File: config.mk
export PLATFORM = sky130hd
export DESIGN_NAME = id_ex_operand_stage
export DESIGN_NICKNAME = d
export VERILOG_FILES = /design/src/rtl/id_ex_operand_stage.sv
export SDC_FILE = /design/constraint.sdc
export NUM_CORES = 1
export LEC_CHECK = 0
export ABC_AREA = 0
export CORE_ASPECT_RATIO = 0.8
export CORE_MARGIN = 2
export CORE_UTILIZATION = 30
export CTS_CLUSTER_SIZE = 20
export DETAILED_ROUTE_END_ITERATION = 8
export GPL_TIMING_DRIVEN = 0
export PLACE_DENSITY_LB_ADDON = 0.3
export SLEW_MARGIN = 20
export SYNTH_ARGS = -nofsm -noshare
export SYNTH_HDL_FRONTEND = slang
export SYNTH_SLANG_ARGS = --single-unit
File: constraint.sdc
create_clock -name clk -period 6.8 [get_ports clk]
set_clock_uncertainty 0.05 [all_clocks]
set_input_delay 1.02 -clock clk [delete_from_list [all_inputs] [get_ports clk]]
set_output_delay 1.02 -clock clk [all_outputs]
set_load 0.02 [all_outputs]
File: src/rtl/id_ex_operand_stage.sv
// ID/EX pipeline register for the RV32I core.
// Registers decoded fields, forwards EX/MEM and MEM/WB results, drives ALU operands.
module id_ex_operand_stage #(
    parameter int XLEN = 32,
    parameter int RA_W = 5
) (
    input  logic            clk,
    input  logic            rst_n,
    input  logic            stall,
    input  logic            flush,
    input  logic            id_valid,
    input  logic [XLEN-1:0] id_pc,
    input  logic [XLEN-1:0] id_rs1_data,
    input  logic [XLEN-1:0] id_rs2_data,
    input  logic [XLEN-1:0] id_imm,
    input  logic [RA_W-1:0] id_rs1_addr,
    input  logic [RA_W-1:0] id_rs2_addr,
    input  logic [RA_W-1:0] id_rd_addr,
    input  logic [3:0]      id_alu_control,
    input  logic            id_op1_sel_pc,
    input  logic            id_op2_sel_imm,
    input  logic            id_reg_write,
    input  logic            exm_reg_write,
    input  logic [RA_W-1:0] exm_rd_addr,
    input  logic [XLEN-1:0] exm_result,
    input  logic            mwb_reg_write,
    input  logic [RA_W-1:0] mwb_rd_addr,
    input  logic [XLEN-1:0] mwb_result,
    output logic            ex_valid,
    output logic [XLEN-1:0] ex_op1,
    output logic [XLEN-1:0] ex_op2,
    output logic [3:0]      ex_alu_control,
    output logic [RA_W-1:0] ex_rd_addr,
    output logic            ex_reg_write,
    output logic [XLEN-1:0] ex_pc,
    output logic [XLEN-1:0] ex_store_data
);

    typedef struct packed {
        logic            valid;
        logic            reg_write;
        logic [3:0]      alu_control;
        logic [RA_W-1:0] rd;
        logic [RA_W-1:0] rs1;
        logic [RA_W-1:0] rs2;
        logic            op1_sel_pc;
        logic            op2_sel_imm;
        logic [XLEN-1:0] pc;
        logic [XLEN-1:0] rs1_data;
        logic [XLEN-1:0] rs2_data;
        logic [XLEN-1:0] imm;
    } id_ex_t;

    id_ex_t q;
    logic [XLEN-1:0] fwd1;
    logic [XLEN-1:0] fwd2;

    // Stage register: flush bubbles the control fields, stall holds everything.
    always_ff @(posedge clk or negedge rst_n) begin
        if (!rst_n) begin
            q <= '0;
        end else if (flush) begin
            q.valid       <= 1'b0;
            q.reg_write   <= 1'b0;
            q.alu_control <= 4'b0000;
            q.rd          <= '0;
        end else if (!stall) begin
            q.valid       <= id_valid;
            q.reg_write   <= id_reg_write & id_valid;
            q.alu_control <= id_alu_control;
            q.rd          <= id_rd_addr;
            q.rs1         <= id_rs1_addr;
            q.rs2         <= id_rs2_addr;
            q.op1_sel_pc  <= id_op1_sel_pc;
            q.op2_sel_imm <= id_op2_sel_imm;
            q.pc          <= id_pc;
            q.rs1_data    <= id_rs1_data;
            q.rs2_data    <= id_rs2_data;
            q.imm         <= id_imm;
        end
    end

    function automatic logic [XLEN-1:0] fwd(
        input logic [RA_W-1:0] a,
        input logic [XLEN-1:0] rf
    );
        logic he;
        logic hm;
        logic [XLEN-1:0] r;
        he = exm_reg_write && (exm_rd_addr != '0)
             && (exm_rd_addr == a);
        hm = mwb_reg_write && (mwb_rd_addr != '0)
             && (mwb_rd_addr == a);
        r = rf;
        unique case (1'b1)
            he:        r = exm_result;
            hm & ~he:  r = mwb_result;
            default:   r = rf;
        endcase
        return r;
    endfunction

    // Forwarding re-evaluates every cycle against live EX/MEM and MEM/WB.
    always_comb begin
        fwd1 = fwd(q.rs1, q.rs1_data);
        fwd2 = fwd(q.rs2, q.rs2_data);
    end

    assign ex_op1         = q.op1_sel_pc  ? q.pc  : fwd1;
    assign ex_op2         = q.op2_sel_imm ? q.imm : fwd2;
    assign ex_store_data  = fwd2;
    assign ex_valid       = q.valid;
    assign ex_reg_write   = q.reg_write & q.valid;
    assign ex_alu_control = q.alu_control;
    assign ex_rd_addr     = q.rd;
    assign ex_pc          = q.pc;

endmodule

After elaboration in Yosys (flattened, before gate mapping)
Cells that the tools add are included.
W data, S select, Z words.
{ "totals": {"output_inout_bits": 139, "ff_bits": 151} }
{ "op_classes": {"bitwise_logic": 8, "mux": 6, "n_reduce_logical": 9, "eq_ne": 5} }
{ "op_table": {"columns": ["op", "count"], "rows": [
  ["$mux W151", 1],
  ["$pmux W32 S2", 2],
  ["$mux W32", 2],
  ["$eq A5 B5 Y1", 4],
  ["$mux W11", 1],
  ["$reduce_bool A5 Y1", 2],
  ["$logic_and A1 B1 Y1", 6],
  ["$and A1 B1 Y1", 4],
  ["$not A1 Y1", 4],
  ["$ne A2 B1 Y1 const B", 1],
  ["$reduce_and A2 Y1", 1]
]} }

Logic depth before layout (Yosys ltp)
Gate-level depths: netlist of the first run.
{ "logic_depth": {"depth_word": 7, "depth_mapped": 8, "depth_no_buf": 5} }

Worst setup path after synthesis of the first run
No wires, ideal clock.
{ "synth_timing": {"kind": "input to output", "startpoint": "input exm_rd_addr[1]", "endpoint": "output ex_op1[26]", "setup_slack_ps": 2835, "t_arrival_ps": 2895, "cell_stages": 7, "cell_sequence": "or4_1 -> o2111ai_1 -> or4_1 -> buf_2 -> clkbuf_1 -> nor3_1 -> a221oi_1"} }
{ "synth_via": {"elab_chain_cells": 7} }
{ "synth_rtl": {"columns": ["element", "line", "source"], "rows": [
  ["start: declaration", "24", "input logic [RA_W-1:0] exm_rd_addr,"],
  ["$reduce_bool A5 Y1", "90", "he = exm_reg_write && (exm_rd_addr != '0)"],
  ["$logic_and A1 B1 Y1", "90", null],
  ["$logic_and A1 B1 Y1 (*)", "91", "&& (exm_rd_addr == a);"],
  ["$not A1 Y1", "97", "hm & ~he: r = mwb_result;"],
  ["$and A1 B1 Y1", "97", null],
  ["$pmux W32 S2 (*)", "95", "unique case (1'b1)"],
  ["$mux W32 (*)", "109", "assign ex_op1 = q.op1_sel_pc ? q.pc : fwd1;"],
  ["end: declaration", "30", "output logic [XLEN-1:0] ex_op1,"]
]} }
Mark *: on every way between the ends. The rest lies on a longest branch, timed or not.

Final worst setup path of the first run
{ "layout_timing": {"startpoint": "input mwb_rd_addr[4]", "endpoint": "output ex_op2[14]"} }
{ "layout_via": {"elab_chain_cells": 6} }
{ "layout_rtl": {"columns": ["element", "line", "source"], "rows": [
  ["start: declaration", "27", "input logic [RA_W-1:0] mwb_rd_addr,"],
  ["$reduce_bool A5 Y1", "92", "hm = mwb_reg_write && (mwb_rd_addr != '0)"],
  ["$logic_and A1 B1 Y1", "92", null],
  ["$logic_and A1 B1 Y1 (*)", "93", "&& (mwb_rd_addr == a);"],
  ["$and A1 B1 Y1 (*)", "97", null],
  ["$pmux W32 S2 (*)", "95", null],
  ["$mux W32 (*)", "110", "assign ex_op2 = q.op2_sel_imm ? q.imm : fwd2;"],
  ["end: declaration", "31", "output logic [XLEN-1:0] ex_op2,"]
]} }
Marked as above.

==> results of run 1 <==
## cell type report
cell class / instances / share of cell area (%)
Clock buffer: 19 / 3.257
Timing Repair Buffer: 368 / 27.25
Clock inverter: 13 / 1.233
Multi-Input combinational cell: 554 / 31.59
Antenna cell: 3 / 0.05520
Inverter: 14 / 0.3864
Tap cell: 377 / 3.469
Buffer: 123 / 4.968
Sequential cell: 151 / 27.79
## path summary, 6_finish.rpt
path,depth (start not counted),endpoint,startpoint,slack [ps]
max in group asynchronous,2,q[79],rst_n,5350
max reg2reg,3,q[129],q[129],5200
max,9,ex_op2[14],mwb_rd_addr[4],1530
min reg2reg,1,q[22],q[22],450
min in group asynchronous,1,q[28],rst_n,480
min,1,q[22],q[22],450
## sequential cells by signal, indices dropped and copies added, names as in the netlist
signal / flops
q: 109
ex_rd_addr: 5
ex_valid: 1
ex_pc: 32
ex_alu_control: 4
## per-stage QoR
step / hold WS [ps] / power, W / cells
6_report: 452.8 / 0.003453 / 1622
5_1_grt: 463.8 / 0.003621 / 1620
4_1_cts: 457.8 / 0.003490 / 1619
3_5_place_dp: 440.1 / 0.002459 / 1587
3_3_place_gp: 433.8 / 0.002444 / 1586
2_1_floorplan: 425.0 / 0.001799 / 842
## cells in the mapped netlist (18+ instances only)
cell      number  area share, %
a21oi_1       19            1.1
a31oi_1       32            2.3
buf_4         46            3.9
clkbuf_1      58            2.5
dfrtp_1      151             43
mux2_2       157             20
mux2i_1       42            4.8
nand2_1       48            2.0
nand2b_1      18            1.3
nand3_1       32            1.8
nor3_1        47            2.7
nor4_1        32            2.3
o31ai_1       50            4.3
## where the power goes
group          internal (W)  switching, W  total [W]
logic              0.000666      0.000663    0.00133
registers           0.00102     0.0000889    0.00111
clock network      0.000592      0.000419    0.00101
total               0.00228       0.00117    0.00345
## layer usage
metal,vias up,global-route usage (%)
met4,0,8.179
met3,51,5.592
met2,250,35.65
met5,-,0
met1,3885,31.74
li1,3824,-
## critical path, delay by kind of cell
kind / cells / cell delay (ps)
compound gates: 2 / 520
mux: 1 / 240
buf+inv: 4 / 1650
xor+xnor: 1 / 540
simple gates: 1 / 220
## cells by family after synthesis
family / Yosys count / synth area share [%]
DFF: 151 / 42.93
AOI/OAI and AO/OA: 131 / 10.05
xor gates and xnor gates: 20 / 1.990
and+or+nand+nor: 203 / 11.76
buffers and inverters: 137 / 8.274
muxes: 200 / 24.99
==> out/qor.yml, run 1 <==
critical_path:
  endpoint_kind: "output port"
  slowest_stage: "clkdlybuf4s50_1"
  cp_common_cell: "clkdlybuf4s50_1"
  critPathLaunchType: "input port"
  cp.arrival_ps: 4200
  crit_type: "input port to output port"
  worst-path-max-fanout: 10
  worstPathRequired_ps: 5730
  max_stage_delay_ps: 590
  cp_cell_sequence: "clkdlybuf4s50_1, xor2_1, or2_2, clkbuf_1, buf_2, o31ai_1, a31oi_1, mux2_2, clkdlybuf4s50_1"
sta:
  maxSlewViolCount: 0
  period_share_pct: 77.50
  fin_crit_ps: 5270
  finalWorstSetupSlack_ps: 1530
  finalSetupTns_ps: 0
  max-slew-margin-rel_pct: 49.15
  finalHoldViolations: 0
  fmax_mhz: 189.8
  worstMarginPinSlew_ps: 762.7
  setup_violations: 0
  rsz0062_at_grt: "no"
cells_and_area:
  nFillCells: 2802
  drive_gt1_share_pct: 20.77
  ff_latch_area_mm2: 0.003779
  final_cell_mix: "clkdlybuf4s50_1 (366), mux2_2 (157), dfrtp_1 (151)"
  area_growth_pct: 54.52
  final_util_pct: 46.77
  design_area_mm2: 0.01360
  multiInputGateArea_mm2: 0.004297
  layout_commonest_cell: "clkdlybuf4s50_1"
  final_nets: 1460
synth:
  ys_seq_elements: 151
  ys.flop_type: "dfrtp_1"
  synth.avg_cell_area_um2: 10.45
  synth_nets: 1073
  synthArstFlopShare_pct: 100.0
  syn_inst: 842
  synth_cell_types: 33
  syn-cell-area_mm2: 0.008801
  ys.warnings.count: 0
  synth_edf_count: 0
  synth-seq-area-share_pct: 42.93
clocking:
  clkTransAtPathRegs_ps: 70
  cts.sinks: 151
  cts_buffer_depth: 2
  postCtsSetupRepairBufs: 0
  cts_tree: "yes"
  cts_buffers: 17
  cts_root_buf: "clkbuf_16"
  cts.htree.levels: 4
  clkLatencyLatePin_ps: 430
  cts_hold_buf: 0
  cts_resized: 0
floorplan:
  die-area_mm2: 0.03073
  start_util_pct: 30.27
  core_mm2: 0.02908
  rows: 56
  dieHeight_um: 157.2
  die_w_um: 195.5
  io_pins: 370
placed_design:
  place_ws_ps: 1541
  dpl.hpwl_um: 29170
  placed_cell_area_mm2: 0.01298
  place.port_buffers: 367
  routabilityCongestion: 0.9128
status:
  status: "complete, no violations"
routing:
  wl_met3_um: 2131
  dr_wl_met2_um: 15800
  wl_per_cell_um: 21.99
  drt_wl_total_um: 35670
  routed.top_layer: "met4"
  vias: 8010
  met1_length_um: 16810
  first_pass_iters: 5
  drc: 0
  first_iter_violations: 395
  viasPerCell: 4.938
  postRouteAntennaNets: 0
power:
  ir_drop_uv: 163.0
  power_density_mw_per_mm2: 253.9
  leakagePower_nw: 5.170
global_routing:
  first_global_vias: 8018
  grt_overflow: 0
  grt_use_total_pct: 23.15
  grt_max_degree: 84
  antenna_found_initial: 1
  grt_pass1_wl_um: 52500
run:
  drv_cap: 0
min_path:
  hold_path_class: "flip-flop to flip-flop"
Power figures use the tool's default switching activity.
==> run 2: changes to the inputs <==
Clock period 6.8 ns to 5.4 ns, I/O delays scaled along.
==> results of run 2 <==
Same layout as run 1 (identical final DEF). Status: complete, no violations.
Main changes from that run: setup slack after placement 1541 ps -> 561.1 ps; setup slack after layout 1530 ps -> 550.2 ps; hold slack 452.8 ps -> 272.9 ps; register-to-register setup slack 5200 ps -> 3800 ps; total power 0.003453 W -> 0.004348 W; worst IR drop on VDD 163.0 uV -> 205.2 uV
==> RTL change 1, RTL diff (settings of run 2) <==
Reset style: synchronous (`rst_n`), changed in one clocked block.
--- a/src/rtl/id_ex_operand_stage.sv
+++ b/src/rtl/id_ex_operand_stage.sv
@@ -56,7 +56,7 @@
     logic [XLEN-1:0] fwd2;
 
     // Stage register: flush bubbles the control fields, stall holds everything.
-    always_ff @(posedge clk or negedge rst_n) begin
+    always_ff @(posedge clk) begin
         if (!rst_n) begin
             q <= '0;
         end else if (flush) begin
Function: differs if rst_n is asserted again (counterexample within 4 cycles, from zero or initial values and one cycle with rst_n low); with rst_n held inactive, the same outputs for 4 cycles.
==> RTL change 1 against run 2 <==
- via count rose by 20%
- area after synthesis rose by 0.70%
- setup slack got worse by 0.21 ns
- sequential cell count did not move
- sequential share of layout area fell by 5.6 points
- cell area rose by 0.29%
- routed wire length rose by 11%
Power is not compared: it rests on default switching activity, and its combinational part moved more than twofold at a synthesized area within 25%.
==> RTL change 1: results (changes against run 2) <==
* Synth top area cells: dfxtp_1, nand2_1, a21boi_0, mux2i_1, buf_4
* Final Power at between 3 and 4 mW
* Routability cong. at 0.8625 (-5.5%)
* Relative slew slack at 0.3522 (-0.1393)
* Critical path origin: mwb_rd_addr[1]
* Placed instance count at 1884 (+19%)
* Syn-to-layout area delta at 53.90%
* Met2 usage at 0.4279 (+0.07143)
* Worst r2r src: q[129]
* Final WL at 39560 µm (+11%)
* Clock buffer count in the final layout at 22 (+3)
* FILL cells at 2950 (+5.3%)
* Nets@finish at 1757 (+20%)
* Most common cell in the netlist: nand2_1
* Sequential-to-total area share from yosys stat at 0.3411 (-0.08824)
* Vias in the first global route at 9727 (+21%)
* Ys flop type: dfxtp_1
* Sequential share of cell area at 0.2216 (-0.05622)
* Crit path to: ex_op2[16]
* Largest net degree at the start of global routing at 17 (-80%)
* Mux cell area share after synthesis at 0.08570 (-0.1642)
* Met3 wire len at 2766 µm (+30%)
* Yosys cell types at 39 (+18%)
* Reg2Reg Depth at 4 (+1)
* Compound-Gate Fraction of Synth Area at 0.2225 (+0.1220)
* Vias per inst at 5.021 (+1.7%)
* First-pass GRT wire length at 58260 µm (+11%)
* M1 WL at 17550 µm (+4.4%)
* Synth top cells by count: nand2_1, dfxtp_1, a21boi_0
* Detailed placement HPWL at 31500 µm (+8.0%)
* Met1 Track Usage GR at 0.3201 (+0.002643)
* Status: completed
* Initial drt markers at 514 (+30%)
* Synth Area in XOR/XNOR at 0.01977 (-0.0001377)
* Inverters at 29 (+15)
* Tcrit/Tclk final at 0.9374 (+0.03929)
* Vias at 9616 (+20%)
* GRT Util Overall at 0.2519 (+0.02040)
* Mapped Avg Cell Area at 7.774 µm² (-26%)
* R2r endpoint: q[129]
* Clock-cell share at 0.04614 (+0.001244)
* Syn_nets at 1371 (+28%)
* Fraction of area in multi-input gates at 0.3619 (+0.04595)
* Hold Slack at 0.4126 ns (+0.1397 ns)
* Pre-CTS WS at 0.3227 ns (-0.2384 ns)
* Hold crit path type: reg2reg
* Number of sequential cells at 151 (unchanged)
* Non-CTS buffers at 520 (+5.9%)
-- RTL change 1: changes by cell type in the layout (fill, tap and decap cells not counted), moves of 8 or more --
| cell | before | now |
|---|---|---|
| clkbuf_1 | 59 | 86 |
| o31ai_1 | 50 | 16 |
| a21oi_1 | 19 | 4 |
| o21ai_0 | 14 | 0 |
| dfxtp_1 | 0 | 151 |
| nand2_1 | 48 | 313 |
| dfrtp_1 | 151 | 0 |
| nor3_1 | 47 | 62 |
| a21boi_0 | 0 | 140 |
| a221oi_2 | 0 | 8 |
| o31ai_2 | 0 | 19 |
| nand2b_1 | 18 | 4 |
| inv_1 | 14 | 29 |
| mux2_2 | 157 | 30 |
-- RTL change 1: cell families (layout without fill, tap and decap cells) --
| family | Yosys count | count (layout) |
|---|---|---|
| simple gates | 471 | 471 |
| other cells | 0 | 1 |
| flops | 151 | 151 |
| buf+inv | 182 | 579 |
| mux | 72 | 72 |
| compound gates | 244 | 244 |
| xor+xnor | 20 | 20 |
==> RTL change 2, RTL diff (config.mk and constraints of run 2) <==
Without the edit above. `XLEN`: 32 -> 64.
--- a/src/rtl/id_ex_operand_stage.sv
+++ b/src/rtl/id_ex_operand_stage.sv
@@ -1,7 +1,7 @@
 // ID/EX pipeline register for the RV32I core.
 // Registers decoded fields, forwards EX/MEM and MEM/WB results, drives ALU operands.
 module id_ex_operand_stage #(
-    parameter int XLEN = 32,
+    parameter int XLEN = 64,
     parameter int RA_W = 5
 ) (
     input  logic            clk,
Interface: changed (10 resized); port bits go from 370 to 690. No check against the original RTL was run, so the function may have changed too.
==> RTL change 2 against run 2 <==
- setup slack got worse by 0.43 ns
- total power increased by 98%
- sequential cell count increased by 128
- area after synthesis increased by 88%
- sequential share of layout area decreased by 0.57 points
- critical path depth unchanged
- cell area increased by 89%
- routed wire length increased by 110%
- critical path type unchanged
- largest cell class is now multi-input gates
- largest power group unchanged
==> RTL change 2: results (changes against run 2) <==
* Vias in the first global route at 16480 (+110%)
* GRT Util Overall at 0.2569 (+0.02543)
* Mapped Cells at 1542 (+83%)
* TritonRoute pass-1 iters at 5 (unchanged)
* Synth top cells by count: mux2_2, dfrtp_1, o31ai_1
* Deepest clock path buffer count at 3 (+1)
* LEAKAGE at 9.663 nW (+87%)
* Largest Register: q
* Post-route insts no fill at 3003 (+85%)
* Initial drt markers at 1167 (+200%)
* Status: completed
* FILL cells at 4974 (+78%)
* Clock latency at the later pin of the worst-skew pair at 0.54 ns (+0.11 ns)
* Routability cong. at 0.9095 (-0.36%)
* Worst setup EP type: primary output
* Synth top area cells: dfrtp_1, mux2_2, o31ai_1, mux2i_1, buf_4
* Maximum fanout along the worst path at 10 (unchanged)
* Syn_nets at 1965 (+83%)
* CTS root buf: clkbuf_16
* Num CTS Buffers at 34 (+17)
* Setup bufs post-CTS at 0 (unchanged)
* Sequential-to-total area share from yosys stat at 0.4229 (-0.006456)
* Port buffer count at 688 (+87%)
* Dpl cell area at 24380 µm² (+88%)
* Max FFs per register at 205 (+88%)
* H-tree lvl count at 2 (-2)
* Yosys cell types at 31 (-6.1%)
* Cts repair resizes at 0 (unchanged)
* Pre-CTS WS at 0.1877 ns (-0.3734 ns)
* First-pass GRT wire length at 108200 µm (+110%)
* Placed instance count at 2936 (+85%)
* Peak supply drop at 195.3 µV (-4.8%)
* Vias per inst at 5.248 (+6.3%)
* Yosys warning count at 0 (unchanged)
* Largest net degree at the start of global routing at 90 (+7.1%)
* Nets@finish at 2693 (+84%)
* Fraction of layout instances using a drive strength above 1 at 0.2362 (+0.02844)
* CP arrival at 4.42 ns (+0.43 ns)
* Worst Tran Pin Value at 1.183 ns (+0.4206 ns)
* Ys async rst share at 1.000 (unchanged)
* Clock-pin slew on the worst setup and hold paths at 0.06 ns
* Final WL at 76180 µm (+110%)
* Detailed placement HPWL at 58590 µm (+100%)
* Hold crit path type: in2async
* Initial antenna violation count at 14 (+13)
-- RTL change 2: power breakdown --
part / total, mW / internal, mW / switching, mW
Combinational: 3.42 / 1.66 / 1.76
Clock: 2.61 / 1.62 / 0.996
Sequential: 2.60 / 2.39 / 0.204
Total: 8.63 / 5.67 / 2.96
-- RTL change 2: layout make-up --
type / count / share of cell area
Multi-Input combinational cell: 1034 / 0.3233
Clock inverter: 19 / 0.01078
Sequential cell: 279 / 0.2722
Tap cell: 702 / 0.03424
Timing Repair Buffer: 692 / 0.2723
Clock buffer: 42 / 0.03800
Antenna cell: 6 / 0.0005853
Buffer: 229 / 0.04858
-- RTL change 2: path summary, 6_finish.rpt --
path | from | to | slack (ns) | depth (start not counted)
setup / recovery | exm_rd_addr[3] | ex_op2[43] | 0.12 | 9
hold / removal | rst_n | ex_alu_control[1] | 0.08 | 1
setup reg to reg | q[256] | q[256] | 3.51 | 3
hold reg to reg | q[33] | q[33] | 0.45 | 1
max in group asynchronous | rst_n | q[2] | 4.03 | 3
min in group clk | q[33] | q[33] | 0.45 | 1
-- RTL change 2: cells by family (layout without fill, tap and decap cells) --
group           after synthesis  count (layout)  synth area share
buf+inv                     229             982           0.07488
flops                       279             279            0.4229
simple gates                349             349            0.1106
xor+xnor                     20              20           0.01061
mux                         406             406            0.2713
other cells                   0               6                 0
compound gates              259             259            0.1097
-- RTL change 2: worst max-delay path: stages --
cell and delay, ns:
clkdlybuf4s50_1 0.48, xnor2_1 0.16, nand4_1 0.11, clkbuf_1 0.88
clkbuf_1 0.45, nor3_1 0.09, a31oi_1 0.49, mux2_2 0.30
clkdlybuf4s50_1 0.62
-- RTL change 2: metrics by stage --
stage / setup TNS (ns) / total power, mW / util
floorplan: 0 / 4.323 / -
detailed placement: 0 / 6.041 / 0.4507
global route: 0 / 8.988 / 0.4739
global placement: -2604.36 / 5.987 / 0.4486
finish: 0 / 8.630 / 0.4741
CTS: 0 / 8.700 / 0.4738
-- RTL change 2: per-layer routing --
| layer | wire [µm] | global-route usage | vias to the layer above | share of wire |
|---|---|---|---|---|
| met3 | 6436 | 0.06729 | 106 | 0.084 |
| met2 | 38150 | 0.4615 | 737 | 0.50 |
| met1 | 29790 | 0.3056 | 7794 | 0.39 |
| li1 | - | - | 7112 | - |
| met4 | 1662 | 0.06141 | 12 | 0.022 |
| met5 | 145 | 0.01014 | - | 0.0019 |
